===== src/rtl/noc_pkg.sv =====
// Shared mesh constants and the TX injection FSM encoding for the network interface.
package noc_pkg;

  localparam int unsigned NUM_of_NODES          = 16;
  localparam int unsigned NUM_of_LINES          = 4;
  localparam int unsigned NUM_of_NODES_per_LINE = 4;
  localparam int unsigned ADDRESS_WIDTH         = 5;
  localparam int unsigned DATA_WIDTH            = 32;
  localparam int unsigned NODE_ID_BITS          = 4;

  localparam logic STATE_IDLE = 1'b0;
  localparam logic STATE_SEND = 1'b1;

  typedef enum logic {
    StIdle = STATE_IDLE,
    StSend = STATE_SEND
  } tx_state_e;

endpackage


===== src/rtl/noc_sync_fifo.sv =====
// Synchronous FIFO exposing the head entry and the entry behind it for back-to-back reads.
module noc_sync_fifo #(
  parameter int unsigned WIDTH = 37,
  parameter int unsigned DEPTH = 4
) (
  input  logic                       i_clk,
  input  logic                       i_rst,
  input  logic                       i_push,
  input  logic [WIDTH-1:0]           i_wdata,
  input  logic                       i_pop,
  output logic                       o_full,
  output logic                       o_empty,
  output logic [$clog2(DEPTH):0]     o_count,
  output logic [WIDTH-1:0]           o_head,
  output logic [WIDTH-1:0]           o_next
);

  localparam int unsigned PW = $clog2(DEPTH);

  logic [WIDTH-1:0] r_mem [DEPTH];
  logic [PW-1:0]    r_wr_ptr;
  logic [PW-1:0]    r_rd_ptr;
  logic [PW:0]      r_count;
  logic             w_push;
  logic             w_pop;

  assign o_full  = (r_count == (PW+1)'(DEPTH));
  assign o_empty = (r_count == '0);
  assign o_count = r_count;
  assign w_push  = i_push && !o_full;
  assign w_pop   = i_pop && !o_empty;
  assign o_head  = r_mem[r_rd_ptr];
  assign o_next  = r_mem[r_rd_ptr + PW'(1)];

  always_ff @(posedge i_clk) begin
    if (w_push) begin
      r_mem[r_wr_ptr] <= i_wdata;
    end
  end

  always_ff @(posedge i_clk) begin
    if (i_rst) begin
      r_wr_ptr <= '0;
      r_rd_ptr <= '0;
      r_count  <= '0;
    end else begin
      if (w_push) r_wr_ptr <= r_wr_ptr + PW'(1);
      if (w_pop)  r_rd_ptr <= r_rd_ptr + PW'(1);
      if (w_push && !w_pop)      r_count <= r_count + (PW+1)'(1);
      else if (!w_push && w_pop) r_count <= r_count - (PW+1)'(1);
    end
  end

endmodule


===== src/rtl/noc_net_if.sv =====
// Mesh node network interface: buffered TX injection plus destination-checked RX ejection.
// Optional macro NOC_NET_IF_STATS_EN adds saturating 16-bit traffic counters.
module noc_net_if
  import noc_pkg::*;
#(
  parameter int unsigned NODE_ID       = 0,
  parameter int unsigned ADDRESS_WIDTH = noc_pkg::ADDRESS_WIDTH,
  parameter int unsigned DATA_WIDTH    = noc_pkg::DATA_WIDTH,
  parameter int unsigned FIFO_DEPTH    = 4
) (
  input  logic                     i_clk,
  input  logic                     i_rst,
  input  logic [ADDRESS_WIDTH-1:0] i_tx_addr,
  input  logic [DATA_WIDTH-1:0]    i_tx_data,
  input  logic                     i_tx_valid,
  output logic                     o_tx_ready,
  output logic [ADDRESS_WIDTH-1:0] o_ni_addr,
  output logic [DATA_WIDTH-1:0]    o_ni_data,
  output logic                     o_ni_valid,
  input  logic                     i_ni_ack,
  input  logic [ADDRESS_WIDTH-1:0] i_node_addr,
  input  logic [DATA_WIDTH-1:0]    i_node_data,
  input  logic                     i_node_valid,
  output logic                     o_node_ack,
  output logic [ADDRESS_WIDTH-1:0] o_rx_addr,
  output logic [DATA_WIDTH-1:0]    o_rx_data,
  output logic                     o_rx_valid,
  input  logic                     i_rx_ready,
`ifdef NOC_NET_IF_STATS_EN
  output logic [15:0]              o_tx_count,
  output logic [15:0]              o_rx_count,
  output logic [15:0]              o_misroute_count,
`endif
  output logic                     o_err_misroute,
  output logic                     o_err_self
);

  localparam int unsigned PW = $clog2(FIFO_DEPTH);
  localparam int unsigned FW = ADDRESS_WIDTH + DATA_WIDTH;
  localparam logic [NODE_ID_BITS-1:0] LP_ID = NODE_ID_BITS'(NODE_ID);

  tx_state_e               r_state;
  tx_state_e               w_state_next;
  logic                    w_full;
  logic                    w_empty;
  logic [PW:0]             w_count;
  logic [FW-1:0]           w_head;
  logic [FW-1:0]           w_next;
  logic                    w_push_req;
  logic                    w_self;
  logic                    w_push;
  logic                    w_pop;
  logic                    w_load;
  logic                    w_load_next;
  logic                    w_clear;
  logic [FW-1:0]           w_load_flit;
  logic                    r_ni_valid;
  logic [ADDRESS_WIDTH-1:0] r_ni_addr;
  logic [DATA_WIDTH-1:0]   r_ni_data;
  logic                    r_err_self;
  logic                    r_err_misroute;
  logic                    r_rx_valid;
  logic [ADDRESS_WIDTH-1:0] r_rx_addr;
  logic [DATA_WIDTH-1:0]   r_rx_data;
  logic                    w_rx_xfer;
  logic                    w_rx_match;
  logic                    w_rx_capture;

  assign o_tx_ready = !w_full;
  assign w_push_req = i_tx_valid && o_tx_ready;
  assign w_self     = (i_tx_addr[NODE_ID_BITS-1:0] == LP_ID);
  assign w_push     = w_push_req && !w_self;

  noc_sync_fifo #(
    .WIDTH (FW),
    .DEPTH (FIFO_DEPTH)
  ) u_fifo (
    .i_clk   (i_clk),
    .i_rst   (i_rst),
    .i_push  (w_push),
    .i_wdata ({i_tx_addr, i_tx_data}),
    .i_pop   (w_pop),
    .o_full  (w_full),
    .o_empty (w_empty),
    .o_count (w_count),
    .o_head  (w_head),
    .o_next  (w_next)
  );

  always_ff @(posedge i_clk) begin
    if (i_rst) r_state <= StIdle;
    else       r_state <= w_state_next;
  end

  always_comb begin
    w_state_next = r_state;
    unique case (r_state)
      StIdle: if (!w_empty) w_state_next = StSend;
      StSend: if (i_ni_ack && (w_count < (PW+1)'(2))) w_state_next = StIdle;
      default: w_state_next = StIdle;
    endcase
  end

  // The flit on ni_* stays at the FIFO head until acked, so a follow-on flit is head+1.
  always_comb begin
    w_pop       = 1'b0;
    w_load      = 1'b0;
    w_load_next = 1'b0;
    w_clear     = 1'b0;
    unique case (r_state)
      StIdle: w_load = !w_empty;
      StSend: begin
        if (i_ni_ack) begin
          w_pop = 1'b1;
          if (w_count >= (PW+1)'(2)) begin
            w_load      = 1'b1;
            w_load_next = 1'b1;
          end else begin
            w_clear = 1'b1;
          end
        end
      end
      default: ;
    endcase
  end

  assign w_load_flit = w_load_next ? w_next : w_head;

  always_ff @(posedge i_clk) begin
    if (i_rst) begin
      r_ni_valid <= 1'b0;
      r_ni_addr  <= '0;
      r_ni_data  <= '0;
      r_err_self <= 1'b0;
    end else begin
      r_err_self <= w_push_req && w_self;
      if (w_load) begin
        r_ni_valid <= 1'b1;
        r_ni_addr  <= w_load_flit[FW-1:DATA_WIDTH];
        r_ni_data  <= w_load_flit[DATA_WIDTH-1:0];
      end else if (w_clear) begin
        r_ni_valid <= 1'b0;
      end
    end
  end

  assign o_ni_valid = r_ni_valid;
  assign o_ni_addr  = r_ni_addr;
  assign o_ni_data  = r_ni_data;
  assign o_err_self = r_err_self;

  assign o_node_ack   = !r_rx_valid || i_rx_ready;
  assign w_rx_xfer    = i_node_valid && o_node_ack;
  assign w_rx_match   = (i_node_addr[NODE_ID_BITS-1:0] == LP_ID);
  assign w_rx_capture = w_rx_xfer && w_rx_match;

  always_ff @(posedge i_clk) begin
    if (i_rst) begin
      r_rx_valid     <= 1'b0;
      r_rx_addr      <= '0;
      r_rx_data      <= '0;
      r_err_misroute <= 1'b0;
    end else begin
      r_err_misroute <= w_rx_xfer && !w_rx_match;
      if (w_rx_capture) begin
        r_rx_valid <= 1'b1;
        r_rx_addr  <= i_node_addr;
        r_rx_data  <= i_node_data;
      end else if (r_rx_valid && i_rx_ready) begin
        r_rx_valid <= 1'b0;
      end
    end
  end

  assign o_rx_valid     = r_rx_valid;
  assign o_rx_addr      = r_rx_addr;
  assign o_rx_data      = r_rx_data;
  assign o_err_misroute = r_err_misroute;

`ifdef NOC_NET_IF_STATS_EN
  logic [15:0] r_tx_count;
  logic [15:0] r_rx_count;
  logic [15:0] r_misroute_count;

  always_ff @(posedge i_clk) begin
    if (i_rst) begin
      r_tx_count       <= '0;
      r_rx_count       <= '0;
      r_misroute_count <= '0;
    end else begin
      if (r_ni_valid && i_ni_ack && (r_tx_count != 16'hFFFF)) r_tx_count <= r_tx_count + 16'd1;
      if (w_rx_capture && (r_rx_count != 16'hFFFF))          r_rx_count <= r_rx_count + 16'd1;
      if (w_rx_xfer && !w_rx_match && (r_misroute_count != 16'hFFFF)) begin
        r_misroute_count <= r_misroute_count + 16'd1;
      end
    end
  end

  assign o_tx_count       = r_tx_count;
  assign o_rx_count       = r_rx_count;
  assign o_misroute_count = r_misroute_count;
`endif

endmodule


===== config.mk =====
export PLATFORM = sky130hd
export DESIGN_NAME = noc_net_if
export DESIGN_NICKNAME = d
export VERILOG_FILES = /design/src/rtl/noc_pkg.sv /design/src/rtl/noc_sync_fifo.sv /design/src/rtl/noc_net_if.sv
export SDC_FILE = /design/constraint.sdc
export NUM_CORES = 1
export LEC_CHECK = 0
export CORE_ASPECT_RATIO = 0.8
export CORE_MARGIN = 2
export CORE_UTILIZATION = 45
export DETAILED_ROUTE_END_ITERATION = 7
export PLACE_DENSITY = 0.74
export RECOVER_POWER = 25
export SYNTH_ARGS = -nofsm -noshare
export SYNTH_HDL_FRONTEND = slang
export SYNTH_SLANG_ARGS = --single-unit

===== constraint.sdc =====
create_clock -name i_clk -period 2.2 [get_ports i_clk]
set_input_delay 0.22 -clock i_clk [delete_from_list [all_inputs] [get_ports i_clk]]
set_output_delay 0.22 -clock i_clk [all_outputs]
set_load 0.03 [all_outputs]

==> metrics.yaml <==
antenna_left: 0
wl_per_cell_um: 22.6
initialDrtViolationCount: 632
slew_headroom_pct: 38.9
syn_inst: 662
clk_path_buf_depth: 3
seq_power_share_pct: 39.2
max_freq_mhz: 479
design.core.area_mm2: 0.0224
syn_area_mm2: 0.0103
place_ws_ps: -323
start_util_pct: 45.8
insertion_delay_ps: 530
avgSynthCellArea_um2: 15.5
crit_path_max_fanout: 4
synth_area_leaders: "edfxtp_1 43%, dfxtp_1 17%, mux4_2 16%"
drc: 0
synth_top_area_share_pct: 43.3
fin_crit_ps: 2090
wl_um: 26000
maxSlewViolCount: 0
synth_edf_count: 148
grt_max_degree: 88
yosys_warnings: 0
clock_power_share_pct: 29.1
synth.largest_area_cell: "edfxtp_1"
grt_antenna_before_repair: 1
place_congestion: 0.819
yosys.cell_count.top_type: "edfxtp_1"
holdBufCountCts: 0
pwr_density_cell_mw_per_mm2: 1090
tightest_slew_ps: 915
firstDrtPassIters: 5
synthArstFlopShare_pct: 0
numCtsBuffers: 24
swShare_pct: 32.4
report.final.hold_viol_count: 0
synth_seq_cells: 236
io_pins: 160
setup_viol: 0
setup_ws_ps: 113
synth_xor_area_share_pct: 0.256
vias_per_cell: 6.12
leakagePower_nw: 4.14
drive_above_1_share_pct: 25.8
diodes: 0
dieArea_mm2: 0.0241
ys_seq_area_share_pct: 60.4
synth_commonest_cells: "148 x edfxtp_1, 88 x dfxtp_1, 74 x mux4_2, 67 x a21oi_1, 35 x nand4_1"
cp-start-kind: "flip-flop"
finalCritPeriodShare_pct: 94.9
comb_power_share_pct: 31.8
rsz0062_at_grt: "no"
crit_required_ps: 2650
grt_pass1_vias: 7209
dieHeight_um: 139
synthAdderAreaFrac_pct: 0.804
io_buffers: 159
synth_top_family_by_area: "multiplexers"
vias: 7022
peakVddDrop_mv: 0.933
layout.nets: 910
grt.total_usage_pct: 21.4
hold_slack_ps: 227
ys.flop_type: "edfxtp_1"
cts-root-buf: "clkbuf_16"
chipWidth_um: 173
clk_pin_slew_ps: 60
synth_cell_types: 44
maxCapViolCount: 0
fin_skew_ps: 14.1
grt_first_pass_wirelength_um: 40800
synth_nets: 748
hpwl_um: 15900
clkSinkCount: 236
arrival_ps: 2540
synth-simple-area-share_pct: 4.46
row_count: 49
area_delta_synth_final_pct: 29.3
worstSetupPathType: "reg2reg"
end_kind: "flip-flop"
overflow: 0
synthMuxAreaShare_pct: 16.3
status: "completed"
p_sw_mw: 4.69
intPower_mw: 9.80
hold_path_class: "in2reg"
synth_compound_area_share_pct: 13.6
cts_tree: "yes"
htreeDepth: 1
## placed cells by master (no fill, tap or decap), types with 10 or more instances in the layout
cell             instances
a21oi_1                 66
a32oi_1                 27
buf_12                  13
buf_4                   35
clkbuf_16               26
clkdlybuf4s50_1        127
dfxtp_1                 82
dlygate4sd3_1           30
edfxtp_1               148
inv_1                   12
mux4_2                  74
nand4_1                 35
nor2_1                  10
o211ai_1                28
o31ai_2                 30
## power by group through the flow
stage | clock (mW) | sequential [mW] | combinational (mW)
floorplan | 0 | 6.25 | 2.24
global placement | 0 | 5.71 | 4.51
detailed placement | 0 | 5.73 | 4.54
CTS | 4.28 | 5.65 | 4.57
global route | 4.46 | 5.73 | 4.91
finish | 4.21 | 5.67 | 4.60
## flip-flops by register name, indices dropped and copies added (netlist names), named ones only
signal,cells
o_err_misroute,1
o_err_self,1
o_ni_addr,5
o_ni_data,32
o_ni_valid,1
o_rx_addr,5
o_rx_data,32
o_rx_valid,1
r_state,1
u_fifo.o_count,3
u_fifo.r_mem,148
u_fifo.r_rd_ptr,2
u_fifo.r_wr_ptr,2
## metrics by stage
step	util, %	cells	power, mW	setup TNS, ps	cell area, µm²
after floorplan	-	662	8.49	0	10300
after global placement	55.3	1103	10.2	-375	12400
after detailed placement	55.3	1103	10.3	-455	12400
after CTS	59.0	1147	14.5	0	13200
after global routing	59.2	1148	15.1	0	13300
final	59.2	1148	14.5	0	13300
## worst paths after layout
path                                  startpoint                              to  slack [ps]  depth (start not counted)
setup / recovery  u_fifo.o_count[2]$_SDFFE_PP0P_  u_fifo.o_count[2]$_SDFFE_PP0P_         110                          8
hold / removal                             i_rst         o_ni_valid$_SDFFE_PP0P_         230                          3
setup reg to reg  u_fifo.o_count[2]$_SDFFE_PP0P_  u_fifo.o_count[2]$_SDFFE_PP0P_         110                          8
hold reg to reg       o_ni_data[15]$_SDFFE_PP0P_      o_ni_data[15]$_SDFFE_PP0P_         460                          2
## final cells by class
| cell class | count | area [µm²] |
|---|---|---|
| clock buffers | 31 | 699 |
| clock inverters | 13 | 130 |
| fillers | 1699 | 9160 |
| inverters | 15 | 56.3 |
| multi-input cells | 340 | 3690 |
| flip-flops and latches | 236 | 6220 |
| well taps | 306 | 383 |
| repair buffers | 207 | 2110 |
## per-layer routing
| layer | global-route usage [%] | wire length, µm | vias to the layer above |
|---|---|---|---|
| met5 | 0 | 11 | - |
| met4 | 5.89 | 605 | 2 |
| met3 | 4.39 | 1910 | 43 |
| met2 | 35.5 | 12600 | 320 |
| met1 | 28.8 | 10800 | 3595 |
| li1 | - | - | 3062 |
## kinds of logic (layout without fill, tap and decap cells)
| group | Yosys count | count (layout) |
|---|---|---|
| flops | 236 | 236 |
| compound gates | 183 | 183 |
| buf+inv | 86 | 266 |
| mux | 75 | 75 |
| simple gates | 73 | 73 |
| fa+ha+maj | 6 | 6 |
| xor+xnor | 3 | 3 |
## worst max-delay path, stage by stage, from the launching register on
cell and delay, ps:
dfxtp_4 360, nor3b_4 160, nor3_2 240, ha_2 230, inv_1 50, fa_2 340, xor2_2 160, or3_4 360
a21oi_2 110
## what timing repair did
| item | in CTS | in global routing |
|---|---|---|
| gates resized for setup | 2 | 10 |
| pin swaps | 0 | 5 |
| setup buffers | 0 | 1 |
| setup endpoints to repair | 1 | 1 |
Power figures use the tool's default switching activity.
